<file path="src/rtl/external_pulse_gen.sv">
// external_pulse_gen: one registered off-chip pulse per accepted trigger, with delay, width and holdoff.
// Define EXT_PULSE_COUNT_EN to add the 32-bit pulse_count output.
module external_pulse_gen #(
  parameter int CNT_WIDTH = 16
) (
  input  logic                 aclk,
  input  logic                 aresetn,
  input  logic                 trigger,
  input  logic [CNT_WIDTH-1:0] cfg_delay,
  input  logic [CNT_WIDTH-1:0] cfg_width,
  input  logic [CNT_WIDTH-1:0] cfg_holdoff,
  output logic                 external_output,
  output logic                 busy,
  output logic                 trigger_dropped
`ifdef EXT_PULSE_COUNT_EN
  ,
  output logic [31:0]          pulse_count
`endif
);

  localparam logic [1:0] IDLE    = 2'd0;
  localparam logic [1:0] DELAY   = 2'd1;
  localparam logic [1:0] HIGH    = 2'd2;
  localparam logic [1:0] HOLDOFF = 2'd3;

  localparam logic [CNT_WIDTH-1:0] ZERO = '0;
  localparam logic [CNT_WIDTH-1:0] ONE  = CNT_WIDTH'(1);

  logic [1:0]           state;
  logic [1:0]           state_nxt;
  logic [CNT_WIDTH-1:0] cnt;
  logic [CNT_WIDTH-1:0] cnt_nxt;
  logic [CNT_WIDTH-1:0] width_q;
  logic [CNT_WIDTH-1:0] holdoff_q;
  logic                 latch_cfg;

  // The counter holds "cycles left minus one", so a width of 0 collapses to a single HIGH cycle.
  function automatic logic [CNT_WIDTH-1:0] width_reload(input logic [CNT_WIDTH-1:0] w);
    return (w == ZERO) ? ZERO : w - ONE;
  endfunction

  // NOTE: every signal written here gets a default first, so no path leaves it unassigned and no latch is inferred.
  always_comb begin
    state_nxt = state;
    cnt_nxt   = cnt;
    latch_cfg = 1'b0;
    case (state)
      IDLE: begin
        if (trigger) begin
          latch_cfg = 1'b1;
          if (cfg_delay == ZERO) begin
            state_nxt = HIGH;
            cnt_nxt   = width_reload(cfg_width);
          end else begin
            state_nxt = DELAY;
            cnt_nxt   = cfg_delay - ONE;
          end
        end
      end
      DELAY: begin
        if (cnt == ZERO) begin
          state_nxt = HIGH;
          cnt_nxt   = width_reload(width_q);
        end else begin
          cnt_nxt = cnt - ONE;
        end
      end
      HIGH: begin
        if (cnt == ZERO) begin
          if (holdoff_q == ZERO) begin
            state_nxt = IDLE;
          end else begin
            state_nxt = HOLDOFF;
            cnt_nxt   = holdoff_q - ONE;
          end
        end else begin
          cnt_nxt = cnt - ONE;
        end
      end
      HOLDOFF: begin
        if (cnt == ZERO) begin
          state_nxt = IDLE;
        end else begin
          cnt_nxt = cnt - ONE;
        end
      end
      default: state_nxt = IDLE;
    endcase
  end

  // NOTE: state flops use non-blocking assignments so every register updates from pre-edge values.
  always_ff @(posedge aclk or negedge aresetn) begin
    if (!aresetn) begin
      state           <= IDLE;
      cnt             <= ZERO;
      width_q         <= ZERO;
      holdoff_q       <= ZERO;
      external_output <= 1'b0;
      busy            <= 1'b0;
      trigger_dropped <= 1'b0;
    end else begin
      state           <= state_nxt;
      cnt             <= cnt_nxt;
      // Outputs are decoded from the next state so they line up with the state register.
      external_output <= (state_nxt == HIGH);
      busy            <= (state_nxt != IDLE);
      trigger_dropped <= trigger && (state != IDLE);
      if (latch_cfg) begin
        width_q   <= cfg_width;
        holdoff_q <= cfg_holdoff;
      end
    end
  end

`ifdef EXT_PULSE_COUNT_EN
  always_ff @(posedge aclk or negedge aresetn) begin
    if (!aresetn) begin
      pulse_count <= 32'd0;
    end else if ((state_nxt == HIGH) && (state != HIGH)) begin
      pulse_count <= pulse_count + 32'd1;
    end
  end
`endif

endmodule

</file>
<file path="config.mk">
export PLATFORM = sky130hd
export DESIGN_NAME = external_pulse_gen
export DESIGN_NICKNAME = d
export VERILOG_FILES = /design/src/rtl/external_pulse_gen.sv
export SDC_FILE = /design/constraint.sdc
export NUM_CORES = 1
export LEC_CHECK = 0
export ABC_AREA = 1
export CAP_MARGIN = 20
export CORE_AREA = 2 2 101 103
export CTS_CLUSTER_DIAMETER = 30
export DETAILED_ROUTE_END_ITERATION = 7
export DIE_AREA = 0 0 103 105
export HOLD_SLACK_MARGIN = 0.12
export PLACE_DENSITY = 0.76
export SLEW_MARGIN = 20
export SYNTH_ARGS = -nofsm -noshare
export SYNTH_HDL_FRONTEND = slang
export SYNTH_SLANG_ARGS = --single-unit
</file>
<file path="constraint.sdc">
create_clock -name aclk -period 1.64 [get_ports aclk]
set_input_delay 0.246 -clock aclk [delete_from_list [all_inputs] [get_ports aclk]]
set_output_delay 0.246 -clock aclk [all_outputs]
set_load 0.02 [all_outputs]
</file>
==> results_dict.tcl, run 1 <==
set metrics [dict create \
    fmax_mhz 555 \
    cts_made_buffers 5 \
    antenna_left 0 \
    violations "setup timing" \
    grt_max_degree 54 \
    syn_avg_cell_area_sq_um 5.96 \
    clkLatencyLatePin_ns 0.34 \
    drive_above_1_share_pct 36.2 \
    die_width_um 103 \
    setup-violations-final 19 \
    yosysTopAreaCell "dfrtp_1" \
    maxCapViolations 0 \
    drcViolationCount 0 \
    initial_core_util_pct 51.3 \
    grt.overflow.total 0 \
    ff_latch_area_sq_um 1330 \
    die_area_sq_um 10800 \
    status "complete, but fails checks" \
    arrival_ns 2.06 \
    multi_input_area_sq_um 3770 \
    worstPathRequired_ns 1.89 \
    finish.utilization_pct 82.0 \
    p_per_area_nw_per_um2 1300 \
    grt_pass1_vias 6355 \
    irDropWorstVdd_mv 1.11 \
    fin_nets 1135 \
    route.vias.total 6578 \
    hpwl_mm 13.7 \
    relSlewSlack_pct 68.4 \
    die_h_um 105 \
    clkSlewWorstSetupHoldPaths_ns 0.12 \
    hold_viol_final 0 \
    reg2reg_depth 11 \
    htreeDepth 2 \
    post_dp_cell_area_sq_um 6910 \
    drtPass1Iterations 5 \
    vias_per_cell 5.43 \
    path_class "reg2reg" \
    grt_pass1_wl_mm 30.0 \
    antenna_found_initial 0 \
    drt-total-wl_mm 19.3 \
    skew_ns 0.0282 \
    reg2reg_slack_ns -0.16 \
    tightest_slew_ns 0.472 \
    yosysWarnings 0 \
    num-fill-cells 690 \
    clockBufferDepth 2 \
    cp-startpoint "holdoff_q[0]" \
    yosysUniqueCellTypes 34 \
    drt_iter0_drc 471 \
    wl_per_cell_um 16.0 \
    hp-class "in2async" \
    cp-start-kind "flop" \
    core_sq_um 9640 \
    synth-seq-cells 53 \
    rsz0062_at_grt "true" \
    fin_ws_ns -0.162 \
    rows 36 \
    timing.rr.end "cnt[4]" \
    clk_root_buffer_cell "clkbuf_8" \
    period_share_pct 110 \
    io_buffers 53 \
    syn-cell-area_sq_um 4950 \
    netlist.area_leader.share_pct 26.8 \
    endpoint "cnt[4]" \
    dp_slack_ns -0.646 \
    r2r-start "holdoff_q[0]" \
    critPathCaptureType "flop" \
    pin_count 54 \
    critPathMaxFanout 8 \
    place.gp.congestion 0.992 \
    syn-num-nets 887 \
    netlist_instances 830 \
    layout_min_cycle_time_ns 1.80 \
    cts_tree "built" \
    leakagePower_uw 0.00385 \
    cts_sinks 53 \
    design_area_sq_um 7900 \
    yosysSeqAreaShare_pct 26.8 \
    track_usage_pct 35.0 \
    drv_slew 0 \
    syn2layout_area_growth_pct 59.7 \
    diodes 0 \
    synth_area_leaders "dfrtp_1 27%, nand2_1 23%, nand3_1 8.6%" \
]
-- report_power, final --
group          total [uW]  switching (uW)  internal (uW)
logic                6940            3890           3050
clock network         866             517            350
registers            2430             554           1870
total               10200            4970           5270
-- layout make-up --
cell class | count | area share (%)
clock buffers | 6 | 1.04
repair buffers | 255 | 27.2
clock inverters | 2 | 0.206
well taps | 133 | 2.11
multi-input cells | 660 | 47.7
inverters | 103 | 4.96
flip-flops and latches | 53 | 16.8
-- worst max-delay path: stages, from the launching register on --
cell and delay [ns]:
dfrtp_1 0.42, inv_2 0.09, ha_4 0.16, nand3_4 0.09, nor2_4 0.13, nand3_4 0.15, nand2_4 0.14, nand3_4 0.13
inv_6 0.12, buf_12 0.14, nand2_1 0.07, nand2_1 0.07
-- registers in the layout (all words and copies together), names as in the netlist --
register	cells
trigger_dropped	1
cnt	16
width_q	16
holdoff_q	16
external_output	1
state	2
busy	1
-- layout by cell type (no fill, tap or decap), types with 9 or more instances in the layout --
master           Yosys  final
nand3_1             85     64
nand2_1            304    263
buf_6                2     14
nor2_2              23     27
dfrtp_1             53     53
xor2_1              20     17
nor2_4               6     28
o21ai_0             57     47
nor2_1              89     63
clkdlybuf4s50_1      0     46
buf_4                1    183
nand3_2              5     23
nand2_2              6     35
nand2_4              1     13
inv_1               93     80
inv_2                9     22
o21ai_1              7      9
-- kinds of logic (layout without fill, tap and decap cells) --
family          Yosys count  in the layout  share of synthesized area [%]
buf+inv                 117            366                           9.43
compound gates           75             75                           7.66
xor+xnor                 28             28                           4.96
simple gates            551            551                           49.6
fa+ha+maj                 6              6                           1.52
flops                    53             53                           26.8
-- worst min path at each step --
stage | end | slack [ns] | cells after the start
3_5_place_dp | width_q[4] | 0.27 | 2
5_1_grt | holdoff_q[13] | 0.46 | 3
6_report | width_q[3] | 0.44 | 3
2_1_floorplan | busy | -0.05 | 0
3_3_place_gp | width_q[4] | 0.26 | 2
4_1_cts | holdoff_q[2] | 0.45 | 3
-- what timing repair did --
| item | CTS | global route |
|---|---|---|
| hold buffers | 1 | 0 |
| cloned | 1 | 0 |
| endpoints found under the hold margin | 53 | 0 |
| setup buffers | 18 | 10 |
| gates resized for setup | 124 | 68 |
| setup endpoints to repair | 20 | 20 |
| pin swaps | 53 | 29 |
-- cells in the mapped netlist, drive strengths merged --
cell type	n
nand2	311
nor2	118
inv	103
nand3	92
o21ai	64
dfrtp	53
xor2	20
nor3	12
a21oi	9
buf	8
xnor2	8
nand3b	7
clkbuf	6
ha	6
nand4	6
or2	2
a31oi	1
and3	1
nor3b	1
nor4	1
o31ai	1
-- metrics by stage --
stage / hold WS (ns) / instances / power, uW / TNS, ns
2_1_floorplan: -0.0496 / 830 / 5390 / -0.000923
3_3_place_gp: 0.259 / 1174 / 7710 / -9.41
3_5_place_dp: 0.271 / 1174 / 7860 / -11.01
4_1_cts: 0.453 / 1202 / 9520 / -0.984
5_1_grt: 0.461 / 1212 / 10900 / -4.42
6_report: 0.444 / 1212 / 10200 / -2.21
-- layer usage --
layer	track usage (%)	routed length [um]	vias to the layer above
li1	-	-	3101
met1	45.8	7630	3059
met2	56.9	9480	355
met3	5.95	1550	63
met4	13.5	689	0
met5	0	0	-
Note: power is estimated with default switching activity, not from simulation.
==> run 2, diff against run 1 <==
CORE_AREA = 2 2 72 143   (was 2 2 101 103)
DIE_AREA = 0 0 74 145   (was 0 0 103 105)
==> run 2 against run 1 <==
The run still ends with setup timing left. Worst hold slack worse by 0.10 ns. Clock-buffer cell count rose by 1. Maximum frequency shrank 11%. Critical path depth is the same. Register-to-register slack worse by 0.16 ns. Cell count shrank 0.41%. Routed wire length grew 10%. Non-clock buffer count fell by 3. Sequential cell count stayed put. Clock power up 30%. Critical path type is now in2reg. Highest routed layer unchanged.
==> results_dict.tcl, run 2 (synthesis results as in run 1) <==
set metrics [dict create \
    status "complete, but fails checks" \
    violations "setup timing" \
    layout_commonest_cell "nand2_1" \
    cts_made_buffers 5 \
    setup-violations-final 20 \
    core_sq_um 9640 \
    die_h_um 145 \
    htreeDepth 2 \
    p_int_uw 5600 \
    period_share_pct 124 \
    reg2reg_slack_ns -0.32 \
    clk_root_buffer_cell "clkbuf_16" \
    clockBufferDepth 2 \
    hold_viol_final 0 \
    cp-startpoint "cfg_delay[4]" \
    skew_ns 0.0178 \
    antenna_found_initial 0 \
    die_area_sq_um 10700 \
    grt_pass1_wl_mm 32.0 \
    drcViolationCount 0 \
    reg2reg_depth 11 \
    antenna_left 0 \
    arrival_ns 2.26 \
    critPathMaxFanout 13 \
    relSlewSlack_pct 62.7 \
    num-fill-cells 604 \
    endpoint "external_output" \
    cp-start-kind "input port" \
    drive_above_1_share_pct 32.7 \
    layout_min_cycle_time_ns 2.03 \
    hp-class "in2async" \
    pin_count 54 \
    r2r-start "cnt[0]" \
    grt_util_met3_pct 5.90 \
    use_met1_pct 35.5 \
    fin_ws_ns -0.391 \
    track_usage_pct 38.4 \
    io_buffers 53 \
    tightest_slew_ns 0.557 \
    clkLatencyLatePin_ns 0.31 \
    wl_per_cell_um 17.6 \
    vias_per_cell 5.71 \
    drv_slew 0 \
    tns_ns -4.11 \
    finish.utilization_pct 81.3 \
    rows 51 \
    initial_core_util_pct 51.3 \
    final_cell_mix "278 x nand2_1, 175 x buf_4, 81 x inv_1" \
    busiest_layer "met2" \
    cts_sinks 53 \
    grt_pass1_vias 7021 \
    worstPathRequired_ns 1.87 \
    maxCapViolations 0 \
    fmax_mhz 492 \
    syn2layout_area_growth_pct 58.3 \
    hpwl_mm 14.5 \
    route.vias.total 6887 \
    p_seq_share_pct 23.4 \
    p_sw_uw 5120 \
    drt-total-wl_mm 21.3 \
    grt.overflow.total 0 \
    diodes 0 \
    rsz0062_at_grt "true" \
    fin_nets 1132 \
    timing.rr.end "cnt[9]" \
    place.gp.congestion 1.00 \
    grt_max_degree 45 \
    path_class "in2reg" \
    critPathCaptureType "flop" \
    pwr-share-clk_pct 10.6 \
    drtPass1Iterations 8 \
    p_per_area_nw_per_um2 1370 \
    swShare_pct 47.7 \
    dp_slack_ns -0.639 \
    irDropWorstVdd_mv 0.896 \
    drt_iter0_drc 618 \
    leakagePower_uw 0.00382 \
    cts_tree "built" \
    met2_usage_pct 68.2 \
    top_regs "cnt (16), holdoff_q (16), width_q (16)" \
    die_width_um 74 \
    clkSlewWorstSetupHoldPaths_ns 0.07 \
    hold_slack_ns 0.341 \
    power_frac_comb_pct 66.0 \
]
==> run 2: how the worst min path moves through the flow <==
stage	start	end	slack, ns	cells past startpoint
6_report	aresetn	width_q[14]	0.34	2
5_1_grt	aresetn	width_q[14]	0.39	2
4_1_cts	aresetn	width_q[14]	0.35	2
3_5_place_dp	aresetn	width_q[11]	0.13	1
3_3_place_gp	aresetn	width_q[11]	0.13	1
2_1_floorplan	aresetn	busy	-0.05	0
==> run 2: worst max-delay path, stage by stage <==
cell	delay, ns
clkdlybuf4s50_1	0.43
buf_4	0.16
nor2_1	0.11
nand2_1	0.09
nor2_2	0.11
nand3_2	0.10
buf_6	0.17
buf_4	0.14
nor2_1	0.43
nor3b_4	0.11
nor2_2	0.14
==> run 2: power by group through the flow <==
| stage | registers (uW) | clock network, uW | logic, uW |
|---|---|---|---|
| final | 2510 | 1130 | 7080 |
| after global routing | 2550 | 1160 | 7620 |
| after detailed placement | 2400 | 0 | 5490 |
| after CTS | 2420 | 1110 | 6280 |
| after global placement | 2380 | 0 | 5300 |
| after floorplan | 2390 | 0 | 3000 |
==> run 2: through the flow <==
stage | total power [uW] | cell area [sq um] | std cells
after floorplan | 5390 | 4970 | 830
after global placement | 7680 | 6860 | 1165
after detailed placement | 7880 | 6860 | 1165
after CTS | 9810 | 7550 | 1195
after global routing | 11300 | 7830 | 1207
final | 10700 | 7830 | 1207
==> run 2: layer usage <==
layer  vias up  share of wire [%]
met2       415                 52
met3       175                6.5
met5         -                  0
met1      3196                 31
met4         0                 11
li1       3101                  -
==> run 2: repair_timing <==
action | in CTS | in global routing
hold endpoints to repair | 9 | 0
cloned | 1 | 0
resized for setup | 107 | 49
hold buffers | 1 | 0
setup buffers | 21 | 13
pin swaps | 30 | 18
setup endpoints to repair | 20 | 20
==> run 2: layout make-up <==
cell class	instances	area, sq um	share of cell area, %
inverters	103	389	4.97
well taps	132	165	2.11
repair buffers	252	2170	27.7
flip-flops and latches	53	1330	16.9
multi-input cells	660	3640	46.5
clock buffers	7	143	1.82
==> run 3, diff against run 2 <==
SLEW_MARGIN = 25   (was 20)
==> results of run 3 <==
The final DEF is identical to that of run 2; final timing and power are the same.
